### src/rtl/mips_pkg.sv
// Shared datapath types: default word width and the skid-buffer state encoding.
// Latency: n/a (types only).
// Backpressure: n/a.
package mips_pkg;

    localparam int WORD_W = 32;

    typedef enum logic [1:0] {
        EMPTY = 2'd0,
        ONE   = 2'd1,
        FULL  = 2'd2
    } skid_state_t;

endpackage

### src/rtl/mux_sel_pipe_skid_buf.sv
// Generic two-entry valid/ready register stage (main register M + skid register S), FIFO order.
// Latency: one cycle from accept to out_valid.
// Backpressure: in_ready is registered; one extra beat is absorbed after out_ready drops.
module skid_buf
    import mips_pkg::*;
#(
    parameter int PAY_W = 8
) (
    input  logic             clock,
    input  logic             reset_n,
    input  logic             flush,
    input  logic [PAY_W-1:0] in_pay,
    input  logic             in_valid,
    output logic             in_ready,
    output logic [PAY_W-1:0] out_pay,
    output logic             out_valid,
    input  logic             out_ready
);

    skid_state_t      state_q, state_d;
    logic [PAY_W-1:0] m_q, m_d;
    logic [PAY_W-1:0] s_q, s_d;
    logic             in_ready_q, in_ready_d;
    logic             acc;
    logic             lv;

    always_comb begin
        acc        = in_valid && in_ready_q;
        lv         = (state_q != EMPTY) && out_ready;
        state_d    = state_q;
        m_d        = m_q;
        s_d        = s_q;
        in_ready_d = 1'b0;

        case (state_q)
            EMPTY: begin
                if (acc) begin
                    m_d     = in_pay;
                    state_d = ONE;
                end
            end
            ONE: begin
                if (acc && !lv) begin
                    s_d     = in_pay;
                    state_d = FULL;
                end else if (acc) begin
                    m_d = in_pay;
                end else if (lv) begin
                    state_d = EMPTY;
                end
            end
            FULL: begin
                // in_ready is low here, so the only event is the head leaving.
                if (lv) begin
                    m_d     = s_q;
                    state_d = ONE;
                end
            end
            default: state_d = EMPTY;
        endcase

        if (flush) begin
            state_d = EMPTY;
        end

        in_ready_d = (state_d != FULL);
    end

    always_ff @(posedge clock or negedge reset_n) begin
        if (!reset_n) begin
            state_q    <= EMPTY;
            m_q        <= '0;
            s_q        <= '0;
            in_ready_q <= 1'b0;
        end else begin
            state_q    <= state_d;
            m_q        <= m_d;
            s_q        <= s_d;
            in_ready_q <= in_ready_d;
        end
    end

    assign in_ready  = in_ready_q;
    assign out_valid = (state_q != EMPTY);
    assign out_pay   = m_q;

endmodule

### src/rtl/mux_sel_pipe.sv
// Registered N_IN:1 word selector; select resolved at accept, payload {word, sel, err} into a skid stage.
// Latency: one cycle from accept to out_valid.
// Backpressure: registered in_ready, two-entry skid absorbs one beat after out_ready drops.
module mux_sel_pipe
    import mips_pkg::*;
#(
    parameter int WIDTH = WORD_W,
    parameter int N_IN  = 4,
    parameter int SEL_W = $clog2(N_IN)
) (
    input  logic                  clock,
    input  logic                  reset_n,
    input  logic                  flush,
    input  logic [N_IN*WIDTH-1:0] in_data,
    input  logic [SEL_W-1:0]      in_sel,
    input  logic                  in_valid,
    output logic                  in_ready,
    output logic [WIDTH-1:0]      out_data,
    output logic [SEL_W-1:0]      out_sel,
    output logic                  out_err,
    output logic                  out_valid,
    input  logic                  out_ready
);

    localparam int PAY_W = WIDTH + SEL_W + 1;

    logic [WIDTH-1:0] sel_word;
    logic             sel_err;
    logic [PAY_W-1:0] in_pay;
    logic [PAY_W-1:0] out_pay;

    // An out-of-range select matches no word, leaving the word at zero.
    always_comb begin
        sel_word = '0;
        for (int k = 0; k < N_IN; k++) begin
            if (in_sel == SEL_W'(k)) begin
                sel_word = in_data[k*WIDTH +: WIDTH];
            end
        end
        sel_err = (int'(in_sel) >= N_IN);
        in_pay  = {sel_word, in_sel, sel_err};
    end

    skid_buf #(
        .PAY_W (PAY_W)
    ) u_skid (
        .clock     (clock),
        .reset_n   (reset_n),
        .flush     (flush),
        .in_pay    (in_pay),
        .in_valid  (in_valid),
        .in_ready  (in_ready),
        .out_pay   (out_pay),
        .out_valid (out_valid),
        .out_ready (out_ready)
    );

    assign out_data = out_pay[PAY_W-1 -: WIDTH];
    assign out_sel  = out_pay[SEL_W:1];
    assign out_err  = out_pay[0];

endmodule

### config.mk
export PLATFORM = sky130hd
export DESIGN_NAME = mux_sel_pipe
export DESIGN_NICKNAME = d
export VERILOG_FILES = /design/src/rtl/mips_pkg.sv /design/src/rtl/mux_sel_pipe_skid_buf.sv /design/src/rtl/mux_sel_pipe.sv
export SDC_FILE = /design/constraint.sdc
export NUM_CORES = 1
export LEC_CHECK = 0
export ABC_AREA = 1
export ABC_CLOCK_PERIOD_IN_PS = 1300
export BUFFER_PORTS_ARGS = -buffer_cell sky130_fd_sc_hd__buf_2
export CAP_MARGIN = 20
export CELL_PAD_IN_SITES_DETAIL_PLACEMENT = 1
export CELL_PAD_IN_SITES_GLOBAL_PLACEMENT = 2
export CORE_AREA = 2 2 141 143
export CTS_CLUSTER_DIAMETER = 30
export DETAILED_ROUTE_END_ITERATION = 16
export DIE_AREA = 0 0 143 145
export GPL_TIMING_DRIVEN = 1
export PLACE_DENSITY = 0.86
export SLEW_MARGIN = 15
export SYNTH_ARGS = -nofsm -noshare
export SYNTH_HDL_FRONTEND = slang
export SYNTH_SLANG_ARGS = --single-unit
export TNS_END_PERCENT = 100
### constraint.sdc
create_clock -name clock -period 1.3 [get_ports clock]
set_clock_uncertainty 0.15 [all_clocks]
set_input_delay 0 -clock clock [delete_from_list [all_inputs] [get_ports clock]]
set_output_delay 0 -clock clock [all_outputs]
set_load 0.05 [all_outputs]
# Yosys cells after proc, flatten, opt, wreduce, memory -nomap -nowiden
# Cells that the tools add are included.
[classes] eq_ne=8 n_reduce_logical=10 n_mux=15
[op_table] operator="$mux W32" n=4
[op_table] operator="$mux W35" n=3
[op_table] operator="$pmux W35 S3" n=1
[op_table] operator="$mux W2" n=6
[op_table] operator="$eq A2 B2 Y1 const B" n=3
[op_table] operator="$pmux W2 S3" n=1
[op_table] operator="$eq A2 B1 Y1 const B" n=2
[op_table] operator="$logic_not A2 Y1" n=2
[op_table] operator="$ne A2 B2 Y1 const B" n=2
[op_table] operator="$logic_and A1 B1 Y1" n=3
[op_table] operator="$reduce_and A3 Y1" n=1
[op_table] operator="$reduce_bool A3 Y1" n=1
[op_table] operator="$ne A2 B1 Y1 const B" n=1
[op_table] operator="$reduce_and A2 Y1" n=1
[op_table] operator="$reduce_bool A2 Y1" n=1
[op_table] operator="$logic_not A1 Y1" n=1
[totals] wordCells=37 in_bits=135 regBits=72 output_inout_bits=37

# Depth between registers and ports, before layout
[logic_depth] depth_word=8 ltp_mapped=9 mapped_depth_nobuf=7

# By module
# Synthesis repeated with hierarchy kept, for this count alone.
[hier_totals] cells_unflattened=624 hier_area_um2=4464.3
[modules_own_cells] mod="skid_buf" area_each_um2=3492.1 n_inst=1 cells_per_inst=437
[modules_own_cells] mod="mux_sel_pipe" area_each_um2=972.2 n_inst=1 cells_per_inst=187

# Least setup slack after synthesis
# OpenSTA, ideal clock, no wires.
[synth_timing] path_type="flip-flop to flip-flop" startpoint="reg u_skid.in_ready_q, in the netlist u_skid.in_ready" endpoint="reg u_skid.s_q[1]" setup_ps=120 stages_incl_launch_ff=8 path_buffers=2 t_required_ps=1030 t_arrival_ps=1421 setup_slack_ps=-391 cell_sequence="dfrtp_1 > nand2_1 > nor3_2 > nand2_2 > buf_6 > buf_6 > nand2_1 > o21ai_2"
[synth_between] elab_chain_len=3
[synth_lines] item="from (decl)" line_no="mux_sel_pipe_skid_buf.sv:23" rtl="logic in_ready_q, in_ready_d;"
[synth_lines] item="from (signal assigned)" line_no="mux_sel_pipe_skid_buf.sv:79" rtl="in_ready_q <= in_ready_d;"
[synth_lines] item="$logic_and A1 B1 Y1" line_no="mux_sel_pipe_skid_buf.sv:28" rtl="acc = in_valid && in_ready_q;"
[synth_lines] item="$logic_and A1 B1 Y1" line_no="mux_sel_pipe_skid_buf.sv:43" rtl="if (acc && !lv) begin"
[synth_lines] item="$reduce_and A2 Y1 (no line)"
[synth_lines] item="to (signal assigned)" line_no="mux_sel_pipe_skid_buf.sv:73" rtl="s_q <= '0;"
[synth_lines] item="to (signal assigned)" line_no="mux_sel_pipe_skid_buf.sv:78" rtl="s_q <= s_d;"
[synth_lines] item="to (decl)" line_no="mux_sel_pipe_skid_buf.sv:22" rtl="logic [PAY_W-1:0] s_q, s_d;"
# Every way passes these cells.
# A chain may end at the register's enable or synchronous reset.

# Worst setup path after layout
[layout_timing] startpoint="reg u_skid.state_q[1]" endpoint="reg u_skid.s_q[31]"
[layout_between] elab_chain_len=5
[layout_lines] item="from (decl)" line_no="mux_sel_pipe_skid_buf.sv:20" rtl="skid_state_t state_q, state_d;"
[layout_lines] item="from (signal assigned)" line_no="mux_sel_pipe_skid_buf.sv:76" rtl="state_q <= state_d;"
[layout_lines] item="$reduce_bool A2 Y1" line_no="mux_sel_pipe_skid_buf.sv:29" rtl="lv = (state_q != EMPTY) && out_ready;"
[layout_lines] item="$logic_and A1 B1 Y1" line_no="mux_sel_pipe_skid_buf.sv:29"
[layout_lines] item="$logic_not A1 Y1" line_no="mux_sel_pipe_skid_buf.sv:43"
[layout_lines] item="$logic_and A1 B1 Y1" line_no="mux_sel_pipe_skid_buf.sv:43"
[layout_lines] item="$reduce_and A2 Y1 (no line) (*)"
# Every way passes the cells marked *; elsewhere a longest branch is shown, timed or not.

==> results.sh <==
export IMPL_p_comb_frac=0.345
export IMPL_final_hold_viol_count=19
export IMPL_drt_iter0_markers=311
export IMPL_power_density_nw_per_um2=1140
export IMPL_p_sw_frac=0.369
export IMPL_max_freq_mhz=654
export IMPL_p_int_mw=5.05
export IMPL_clockBufferDepth=2
export IMPL_drive_above_1_share=0.304
export IMPL_hold_path_class="primary input to flop"
export IMPL_die_width_um=143
export IMPL_cp_start_kind="flop"
export IMPL_vias_per_cell=4.41
export IMPL_leakagePower_nw=3.64
export IMPL_synth_cell_types=25
export IMPL_setup_ws_ns=-0.229
export IMPL_setup_viol=72
export IMPL_power_mw=8.01
export IMPL_crit_buf_inv=1
export IMPL_die_h_um=145
export IMPL_slowest_delay_ns=0.45
export IMPL_max_cap_violations=0
export IMPL_slowest_stage="dfrtp_2"
export IMPL_vdd_drop_max_mv=0.637
export IMPL_io_pins=172
export IMPL_worstSetupPathType="flop to flop"
export IMPL_rows=51
export IMPL_fin_hold_ws_ns=-0.105
export IMPL_worstSkewPairLatency_ns=0.33
export IMPL_dp_cells=1023
export IMPL_place_area_sq_um=5430
export IMPL_drc=0
export IMPL_grt_pass1_wl_um=28100
export IMPL_antenna_found_initial=1
export IMPL_start_util=0.215
export IMPL_crit_fanout=17
export IMPL_cts_buffers=9
export IMPL_final_cell_area_sq_um=7030
export IMPL_grt_max_degree=69
export IMPL_seq_power_share=0.374
export IMPL_path_cells="nor3_4 -> nand2_4 -> clkbuf_16 -> nand2_1 -> o21ai_1"
export IMPL_syn_nets=735
export IMPL_switchingPower_mw=2.96
export IMPL_grt_pass1_vias=5399
export IMPL_postSynthCellCount=600
export IMPL_critPathTopFamily="simple AND/OR/NAND/NOR gates"
export IMPL_synth_area_per_cell_sq_um=6.89
export IMPL_cts_tree="done"
export IMPL_timing_final_crit_period_ns=1.53
export IMPL_yosysSeqAreaShare=0.430
export IMPL_layout_nets=1012
export IMPL_die_area_sq_um=20700
export IMPL_cts_sinks=71
export IMPL_final_period_utilization=1.18
export IMPL_cts_max_level=3
export IMPL_wl_per_cell_um=16.4
export IMPL_crit_arrival_ns=1.59
export IMPL_reg2reg_depth=5
export IMPL_track_usage=0.173
export IMPL_worstPathRequired_ns=1.36
export IMPL_place_gp_congestion=0.749
export IMPL_core_area_sq_um=19200
export IMPL_synth_seq_cells=71
export IMPL_drv_slew=0
export IMPL_power_clock_fraction=0.281
export IMPL_outcome="finished, violations left"
export IMPL_drt_total_wl_um=18800
export IMPL_worstSetupPathDepth=5
export IMPL_syn2layout_area_growth_pct=70.2
export IMPL_violations="hold timing, setup timing"
export IMPL_vias=5058
export IMPL_cts_root_buf="clkbuf_16"
export IMPL_holdPathStages=4
export IMPL_drtAntennaViolNets=0
export IMPL_syn_cell_area_sq_um=4130
export IMPL_dp_worst_setup_slack_ns=-0.190
export IMPL_drt_first_pass_iters=4
export IMPL_numPortBuffers=170
export IMPL_yosysWarnings=0
export IMPL_instances_no_fill=1148
export IMPL_clk_pin_slew_worst_paths_ns=0.06
export IMPL_crit_path_end_kind="flop"
export IMPL_overflow=0
export IMPL_dpl_hpwl_um=11700
export IMPL_rsz0062_at_grt="yes"
export IMPL_num_fill_cells=2379
==> power groups by stage <==
stage	clock [mW]	sequential, mW	combinational, mW
after global routing	2.38	3.06	3.02
after global placement	0	2.98	2.31
after floorplan	0	3.61	0.882
final	2.25	3.00	2.76
after detailed placement	0	2.99	2.36
after CTS	2.29	2.96	2.62
==> flip-flops by register name (all words and copies together), names as in the netlist <==
register,count
u_skid.state_q,2
u_skid.s_q,34
u_skid.out_pay,34
u_skid.in_ready,1
==> worst register-to-register path, delay by kind of cell, from the launching register on <==
kind                   cells  cell delay, ns
DFF                        1            0.45
buffers and inverters      1            0.23
and+or+nand+nor            3            0.51
AOI/OAI and AO/OA          1            0.06
==> synth_stat cells <==
library cell	number	area, sq um
nand2_2	2	12.5
nand4_1	1	6.26
nand3_2	1	10.0
clkbuf_1	8	30.0
or2_1	14	87.6
or2_2	2	12.5
o21ai_1	31	155
nand2_1	239	897
clkbuf_2	3	15.0
buf_4	10	75.1
or2_0	16	100
nor3_2	2	20.0
nor2_1	66	248
buf_1	3	11.3
buf_6	3	33.8
conb_1	1	3.75
a21oi_1	1	5.00
nand3_1	64	320
o21ai_0	35	175
nor2_4	1	11.3
inv_1	6	22.5
o21ai_2	2	17.5
buf_2	15	75.1
inv_2	3	11.3
dfrtp_1	71	1780
==> cell type report <==
type	instances	area (sq um)	area share
diodes	1	2.50	0.000356
multi-input cells	478	2260	0.321
repair buffers	308	2360	0.336
well taps	265	332	0.0471
inverters	9	33.8	0.00480
flip-flops and latches	71	1780	0.253
clock buffers	15	258	0.0366
clock inverters	1	5.00	0.000711
==> metrics by stage <==
| step | hold WS (ns) | util | setup TNS (ns) |
|---|---|---|---|
| final | -0.105 | 0.366 | -12.09 |
| after floorplan | -0.446 | - | -11.10 |
| after detailed placement | -0.212 | 0.283 | -10.89 |
| after global placement | -0.216 | 0.283 | -5.37 |
| after CTS | -0.307 | 0.350 | -9.62 |
| after global routing | -0.0655 | 0.366 | -16.94 |
==> layer usage <==
layer	wire, um	up-vias	global-route usage
met5	0	-	0
met4	484	0	0.0807
met3	764	33	0.0224
met2	9280	149	0.284
met1	8310	2413	0.223
li1	-	2463	-
==> repair_timing <==
action,in CTS,in global routing
setup buffers,1,2
setup endpoints to repair,72,72
hold buffers,96,2
hold endpoints to repair,132,7
pin swaps,0,4
gates cloned,1,6
gates resized for setup,14,42
==> cell usage in the layout (no fill, tap or decap), drive strengths merged <==
| cell | n |
|---|---|
| nand3 | 65 |
| dfrtp | 71 |
| nand4 | 1 |
| dlygate4sd3 | 98 |
| a21oi | 1 |
| nand2 | 241 |
| clkbuf | 19 |
| or2 | 32 |
| buf | 206 |
| diode | 1 |
| o21ai | 68 |
| nor3 | 2 |
| nor2 | 67 |
| clkinv | 1 |
| inv | 9 |
| conb | 1 |
==> worst paths after layout <==
| path | start | end | slack (ns) |
|---|---|---|---|
| setup / recovery | u_skid.state_q[1]$_DFF_PN0_ | u_skid.s_q[31]$_DFFE_PN0P_ | -0.23 |
| hold / removal | in_valid | u_skid.state_q[0]$_DFF_PN0_ | -0.10 |
| setup reg to reg | u_skid.state_q[1]$_DFF_PN0_ | u_skid.s_q[31]$_DFFE_PN0P_ | -0.23 |
| hold reg to reg | u_skid.out_pay[9]$_DFFE_PN0P_ | u_skid.out_pay[9]$_DFFE_PN0P_ | 0.32 |
| max in group asynchronous | reset_n | u_skid.s_q[17]$_DFFE_PN0P_ | 0.11 |
| min in group asynchronous | reset_n | u_skid.out_pay[12]$_DFFE_PN0P_ | -0.04 |
==> kinds of logic (layout without fill, tap and decap cells) <==
family	Yosys count	count (layout)	synth area share
and+or+nand+nor	408	408	0.418
DFF	71	71	0.430
AOI/OAI and AO/OA	69	69	0.0854
buffers and inverters	51	333	0.0663
other	1	2	0.000907
(Power assumes the default switching activity.)
